### config.mk
export PLATFORM = sky130hd
export DESIGN_NAME = shift_deser
export DESIGN_NICKNAME = d
export VERILOG_FILES = /design/src/rtl/shift_deser.sv
export SDC_FILE = /design/constraint.sdc
export NUM_CORES = 1
export LEC_CHECK = 0
export BUFFER_PORTS_ARGS = -buffer_cell sky130_fd_sc_hd__buf_2
export CAP_MARGIN = 20
export CORE_MARGIN = 5
export CORE_UTILIZATION = 40
export DETAILED_ROUTE_END_ITERATION = 6
export SLEW_MARGIN = 20
export SYNTH_ARGS = -nofsm -noshare
export SYNTH_HDL_FRONTEND = slang
export SYNTH_SLANG_ARGS = --single-unit
### constraint.sdc
create_clock -name clk -period 5.3 [get_ports clk]
set_clock_uncertainty 0.15 [all_clocks]
set_input_delay 1.06 -clock clk [delete_from_list [all_inputs] [get_ports clk]]
set_output_delay 1.06 -clock clk [all_outputs]
set_load 0.005 [all_outputs]
### src/rtl/shift_deser.sv
// Serial-to-parallel deserializer with a holding register and ready/valid handshake on both sides.
// Define SHIFT_DESER_PARITY_EN to append one even-parity bit to every frame and report it on parity_err.
module shift_deser #(
    parameter int DATA_WIDTH = 16,
    parameter bit LSB_FIRST  = 1'b0
) (
    input  logic                                  clk,
    input  logic                                  resetn,
    input  logic                                  din,
    input  logic                                  din_valid,
    output logic                                  din_ready,
    input  logic                                  clear,
    output logic [DATA_WIDTH-1:0]                 dout,
    output logic                                  dout_valid,
    input  logic                                  dout_ready,
    output logic [$clog2(DATA_WIDTH+1)-1:0]       bit_count,
    output logic                                  parity_err
);

    localparam int CW = $clog2(DATA_WIDTH + 1);
`ifdef SHIFT_DESER_PARITY_EN
    localparam int LAST = DATA_WIDTH;
`else
    localparam int LAST = DATA_WIDTH - 1;
`endif
    localparam logic [CW-1:0] LAST_CNT = CW'(LAST);

    logic [DATA_WIDTH-1:0] shift_reg;
    logic [DATA_WIDTH-1:0] shift_next;
    logic                  last_bit;
    logic                  accept;
    logic                  complete;

    generate
        if (DATA_WIDTH == 1) begin : g_single
            assign shift_next = din;
            logic unused_shift;
            assign unused_shift = ^shift_reg;
        end else if (LSB_FIRST) begin : g_lsb
            assign shift_next = {din, shift_reg[DATA_WIDTH-1:1]};
        end else begin : g_msb
            assign shift_next = {shift_reg[DATA_WIDTH-2:0], din};
        end
    endgenerate

    // Stall only the frame's final bit, and only when the holding register cannot drain this cycle.
    assign last_bit  = (bit_count == LAST_CNT);
    assign din_ready = !(last_bit && dout_valid && !dout_ready);
    assign accept    = din_valid && din_ready;
    assign complete  = accept && last_bit;

    always_ff @(posedge clk or negedge resetn) begin
        if (!resetn) begin
            shift_reg  <= '0;
            bit_count  <= '0;
            dout       <= '0;
            dout_valid <= 1'b0;
        end else if (clear) begin
            shift_reg  <= '0;
            bit_count  <= '0;
            dout       <= '0;
            dout_valid <= 1'b0;
        end else begin
            if (accept) begin
                bit_count <= last_bit ? '0 : bit_count + CW'(1);
`ifdef SHIFT_DESER_PARITY_EN
                if (!last_bit) begin
                    shift_reg <= shift_next;
                end
`else
                shift_reg <= shift_next;
`endif
            end
            if (complete) begin
`ifdef SHIFT_DESER_PARITY_EN
                dout <= shift_reg;
`else
                dout <= shift_next;
`endif
                dout_valid <= 1'b1;
            end else if (dout_valid && dout_ready) begin
                dout_valid <= 1'b0;
            end
        end
    end

`ifdef SHIFT_DESER_PARITY_EN
    // Even parity over data plus parity bit: a nonzero XOR flags the frame as corrupt.
    always_ff @(posedge clk or negedge resetn) begin
        if (!resetn) begin
            parity_err <= 1'b0;
        end else if (clear) begin
            parity_err <= 1'b0;
        end else if (complete) begin
            parity_err <= (^shift_reg) ^ din;
        end
    end
`else
    assign parity_err = 1'b0;
`endif

endmodule

==> results of run 1 <==
## worst max-delay path: cells and delay by family, from the launching register on
family	cells	cell delay [ps]
simple gates	2	790
flops	1	420
fa+ha+maj	1	270
buf+inv	1	150
## per-stage QoR
stage          instance area (µm²)  hold WS, ps  setup WS (ps)
3_3_place_gp                  1870          373           1940
2_1_floorplan                 1740          362           2380
5_1_grt                       1980          416           2010
6_report                      1980          391           2170
3_5_place_dp                  1880          381           2160
4_1_cts                       1980          392           2170
## where the power goes
part	internal (W)	switching [W]
Combinational	0.00000975	0.0000196
Clock	0.000117	0.0000966
Sequential	0.000285	0.00000233
Total	0.000412	0.000118
## kinds of logic after synthesis
family / count (synthesis)
AO/OA/AOI/OAI: 38
adder cells (fa/ha/maj): 1
buffers and inverters: 18
flip-flops: 37
multiplexers: 17
other: 1
AND/OR/NAND/NOR: 47
## cells in the final DEF, fill, tap and decap left out
cell type / Yosys / final
dfrtp_1: 37 / 37
buf_2: 2 / 28
nand2b_1: 21 / 21
a21oi_1: 19 / 18
mux2i_1: 17 / 17
nand4_1: 17 / 17
o31ai_1: 16 / 16
clkbuf_8: 0 / 7
nor2b_1: 2 / 2
and4b_1: 1 / 1
nand2_1: 1 / 1
clkinv_1: 1 / 1
a21oi_4: 0 / 1
nand4b_1: 1 / 1
nor2_1: 1 / 1
and3b_1: 1 / 1
nand3_1: 1 / 1
o32ai_1: 1 / 1
a311oi_1: 1 / 1
or4_1: 1 / 1
o21ai_1: 1 / 1
ha_1: 1 / 1
conb_1: 1 / 1
clkinv_2: 0 / 1
buf_4: 3 / 1
## metal layers
metal	track usage, %	share of wire (%)	wire length, µm	vias up
li1	-	-	-	617
met1	16.6	49	1710	600
met2	18.9	44	1540	21
met3	4.96	5.3	186	6
met4	5.34	1.6	57	0
met5	0	0	0	-
## final timing paths
kind                         startpoint            to  slack [ps]  depth (start not counted)
min in group asynchronous        resetn  bit_count[2]         700                          1
max in group asynchronous        resetn      dout[10]        3790                          1
max reg2reg                bit_count[0]  shift_reg[0]        2960                          4
min                             dout[2]       dout[2]         390                          2
max                        bit_count[0]     din_ready        2170                          4
min reg2reg                     dout[2]       dout[2]         390                          2
## area by class of cell
class,instances,area [µm²]
Clock buffer,7,96.3
Fill cell,417,2320
Sequential cell,37,926
Inverter,1,3.75
Multi-Input combinational cell,104,733
Tap cell,52,65.1
Clock inverter,1,5.00
Timing Repair Buffer,29,148
==> results.json, run 1 <==
{
  "drv_slew": 0,
  "clkSinkCount": 37,
  "path_cells": "ha_1, and4b_1, nand2_1, buf_2",
  "yosysTopAreaCell": "dfrtp_1",
  "io_pins": 30,
  "clk_path_buf_depth": 2,
  "outcome": "complete, no violations",
  "grt_antenna_before_repair": 0,
  "seq_area_frac_synth_pct": 53.1,
  "rsz0062_at_grt": "no",
  "final_antenna_net_count": 0,
  "clkSlewWorstSetupHoldPaths_ps": 70,
  "netlist.area_leader.share_pct": 53.1,
  "start_util_pct": 40.6,
  "synth_area_leaders": "dfrtp_1, mux2i_1, nand2b_1, o31ai_1, nand4_1",
  "num_vias": 1244,
  "synthArstFlopShare_pct": 100,
  "die_area_um2": 5780,
  "num_rows": 24,
  "required_ps": 4090,
  "p_total_w": 0.000530,
  "min_period_over_period_pct": 59.1,
  "worst_pin_slew_ps": 805,
  "place.port_buffers": 28,
  "clock_latency_ps": 290,
  "htree_levels": 2,
  "synth-xor-area-share_pct": 0,
  "hp-class": "reg -> reg",
  "setup.worst_path.end_class": "output pin",
  "slowest_stage": "and4b_1",
  "fin_setup_tns_ps": 0,
  "critPathLaunchType": "register",
  "syn_avg_cell_area_um2": 11.0,
  "cts_made_buffers": 5,
  "fin_cells": 231,
  "slew_headroom_pct": 46.4,
  "avgRoutedWirePerCell_um": 15.1,
  "die_x_um": 76.0,
  "worstPathArrival_ps": 1920,
  "path_class": "reg -> out",
  "synth_compound_area_share_pct": 13.6,
  "grt.overflow.total": 0,
  "nets": 185,
  "powerDensity_nw_per_um2": 268,
  "gp_congestion": 0.770,
  "first_iter_violations": 67,
  "ctsHoldBuffers": 0,
  "slowest_delay_ps": 690,
  "die_h_um": 76.0,
  "dpl.hpwl_um": 2400,
  "area_growth_pct": 13.3,
  "syn-num-nets": 166,
  "synth_top_family_by_area": "simple AND/OR/NAND/NOR gates",
  "ys_top_cells_by_count": "dfrtp_1, nand2b_1, a21oi_1, mux2i_1, nand4_1",
  "synth_area_um2": 1740,
  "fmax_mhz": 319,
  "crit_fanout": 21,
  "cts_root_buffer": "clkbuf_8",
  "wl_um": 3490,
  "utilization_pct": 46.0,
  "irDropWorstVdd_mv": 0.0968,
  "dp_cells": 223,
  "drc": 0,
  "synth_mux_area_share_pct": 9.76,
  "layout-drive-gt1-share_pct": 21.2,
  "maxCapViolCount": 0,
  "cts_tree": "built",
  "hold_viol": 0,
  "synth_ff_type": "dfrtp_1",
  "ys_types": 25,
  "diodes": 0,
  "synth_fa_ha_area_share_pct": 0.717,
  "p_leak_nw": 0.924,
  "via_per_inst": 5.39,
  "grt_usage_pct": 12.8,
  "grt_pass1_wl_um": 6100,
  "cts_setup_buffers": 0,
  "first_pass_iters": 4,
  "cts_resized": 0,
  "setup_violations": 0,
  "netlist_instances": 159,
  "synth_enable_flop_cells": 0,
  "grt_pass1_vias": 1283,
  "yosysWarnings": 0,
  "period_needed_ps": 3130,
  "largest_reg_flops": 16,
  "synth-simple-area-share_pct": 17.1,
  "core_area_um2": 4290,
  "synth.most_common_cell": "dfrtp_1",
  "yosys_register_bits": 37,
  "grt_max_degree": 42
}
(Power assumes the default switching activity.)
==> run 2, diff against run 1 <==
==> constraint.sdc (replaced) <==
create_clock -name clk -period 2.8 [get_ports clk]
set_clock_uncertainty 0.15 [all_clocks]
set_input_delay 0.56 -clock clk [delete_from_list [all_inputs] [get_ports clk]]
set_output_delay 0.56 -clock clk [all_outputs]
set_load 0.005 [all_outputs]
==> run 2 against run 1 <==
  * Global-route usage is 0.50 points higher
  * Count of clock-buffer cells in the layout stayed put
  * Clock power is 89% higher
  * Non-clock buffer count is 3 higher
  * Combinational power is 97% higher
  * First-iteration DRC count is 46% higher
  * Largest power group unchanged
  * Routed wire length is 5.9% higher
  * Sequential power is 89% higher
  * Total power is 90% higher
  * Sequential cell count stayed put
  * Critical path type unchanged
==> results.json, run 2 (synthesis results as in run 1) <==
{
  "critPathCapture": "din_ready",
  "setup_violations": 0,
  "clk_path_buf_depth": 2,
  "ff2ff_setup_slack_ps": 680,
  "cts_tree": "built",
  "slew_headroom_pct": 46.2,
  "diodes": 0,
  "crit_start": "bit_count[0]",
  "grt_max_degree": 42,
  "die_area_um2": 5780,
  "worst_pin_slew_ps": 807,
  "irDropWorstVdd_mv": 0.152,
  "num_vias": 1313,
  "setup.worst_path.end_class": "output pin",
  "die_h_um": 76.0,
  "p_leak_nw": 0.938,
  "final_common_cell": "dfrtp_1",
  "area_growth_pct": 14.2,
  "cts_setup_buffers": 0,
  "worstPathArrival_ps": 1580,
  "clkSlewWorstSetupHoldPaths_ps": 70,
  "maxCapViolCount": 0,
  "fmax_mhz": 437,
  "largest_reg_flops": 16,
  "grt.overflow.total": 0,
  "fillers": 404,
  "grt_pass1_wl_um": 6260,
  "die_x_um": 76.0,
  "grt_usage_pct": 13.3,
  "num_rows": 24,
  "period_needed_ps": 2290,
  "clkSinkCount": 37,
  "drv_slew": 0,
  "io_pins": 30,
  "holdWs_ps": 206,
  "fin_setup_tns_ps": 0,
  "start_util_pct": 40.6,
  "grt_pass1_vias": 1274,
  "r2r_end": "dout[8]",
  "required_ps": 2090,
  "hp-class": "in -> async",
  "avgRoutedWirePerCell_um": 15.8,
  "rsz0062_at_grt": "no",
  "htree_levels": 2,
  "core_area_um2": 4290,
  "powerDensity_nw_per_um2": 505,
  "clock_latency_ps": 290,
  "mostFrequentLayoutCells": "dfrtp_1, buf_2, nand2b_1",
  "via_per_inst": 5.61,
  "dpl.hpwl_um": 2520,
  "critPathLaunchType": "register",
  "cts_root_buffer": "clkbuf_8",
  "nets": 188,
  "rr_worst_depth": 4,
  "crit_fanout": 8,
  "multi_input_area_um2": 726,
  "first_pass_iters": 4,
  "final_antenna_net_count": 0,
  "ctsHoldBuffers": 0,
  "cts_made_buffers": 5,
  "gp_congestion": 0.776,
  "place.port_buffers": 28,
  "register_area_um2": 926,
  "hold_viol": 0,
  "reg2reg_from": "bit_count[0]",
  "path_class": "reg -> out",
  "grt_antenna_before_repair": 0,
  "outcome": "complete, no violations",
  "min_period_over_period_pct": 81.8,
  "first_iter_violations": 98,
  "cts_resized": 0,
  "layout-drive-gt1-share_pct": 22.5,
  "drc": 0,
  "wl_um": 3700
}
-- run 2: power breakdown --
| part | internal, W | switching [W] |
|---|---|---|
| clock network | 0.000222 | 0.000183 |
| logic | 0.0000198 | 0.0000380 |
| registers | 0.000539 | 0.00000479 |
| total | 0.000781 | 0.000226 |
-- run 2: stage by stage --
stage	worst slack (ps)	instance area, µm²	utilization [%]	total power (W)	cells
after CTS	509	1990	46.4	0.00102	234
after floorplan	859	1740	-	0.000590	159
final	511	1990	46.4	0.00101	234
after global routing	414	1990	46.4	0.00104	234
after detailed placement	711	1890	44.0	0.000612	226
after global placement	789	1890	44.0	0.000609	226
-- run 2: cell type report --
class                           instances  share of cell area (%)
Tap cell                               52                    3.27
Timing Repair Buffer                   32                    8.54
Clock buffer                            7                    4.84
Inverter                                1                   0.188
Clock inverter                          1                   0.251
Sequential cell                        37                    46.5
Multi-Input combinational cell        104                    36.4
-- run 2: worst min path at each step --
stage | slack, ps | depth (start not counted) | to | start
after global placement | 370 | 2 | dout[14] | dout[14]
final | 210 | 1 | bit_count[4] | resetn
after global routing | 280 | 1 | bit_count[2] | resetn
after floorplan | 110 | 0 | bit_count[0] | resetn
after CTS | 240 | 1 | bit_count[4] | resetn
after detailed placement | 380 | 2 | dout[6] | dout[6]
-- run 2: worst max-delay path, stage by stage (launching register included) --
cell and delay [ps]:
dfrtp_1 420, ha_1 260, and4b_1 400, nand2_1 80, buf_2 130
-- run 2: per-layer routing --
metal,GRT usage (%),vias to the layer above,wire (µm)
met2,20.0,36,1770
met3,5.08,5,238
li1,-,624,-
met5,0,-,0
met1,16.8,648,1620
met4,5.87,0,68
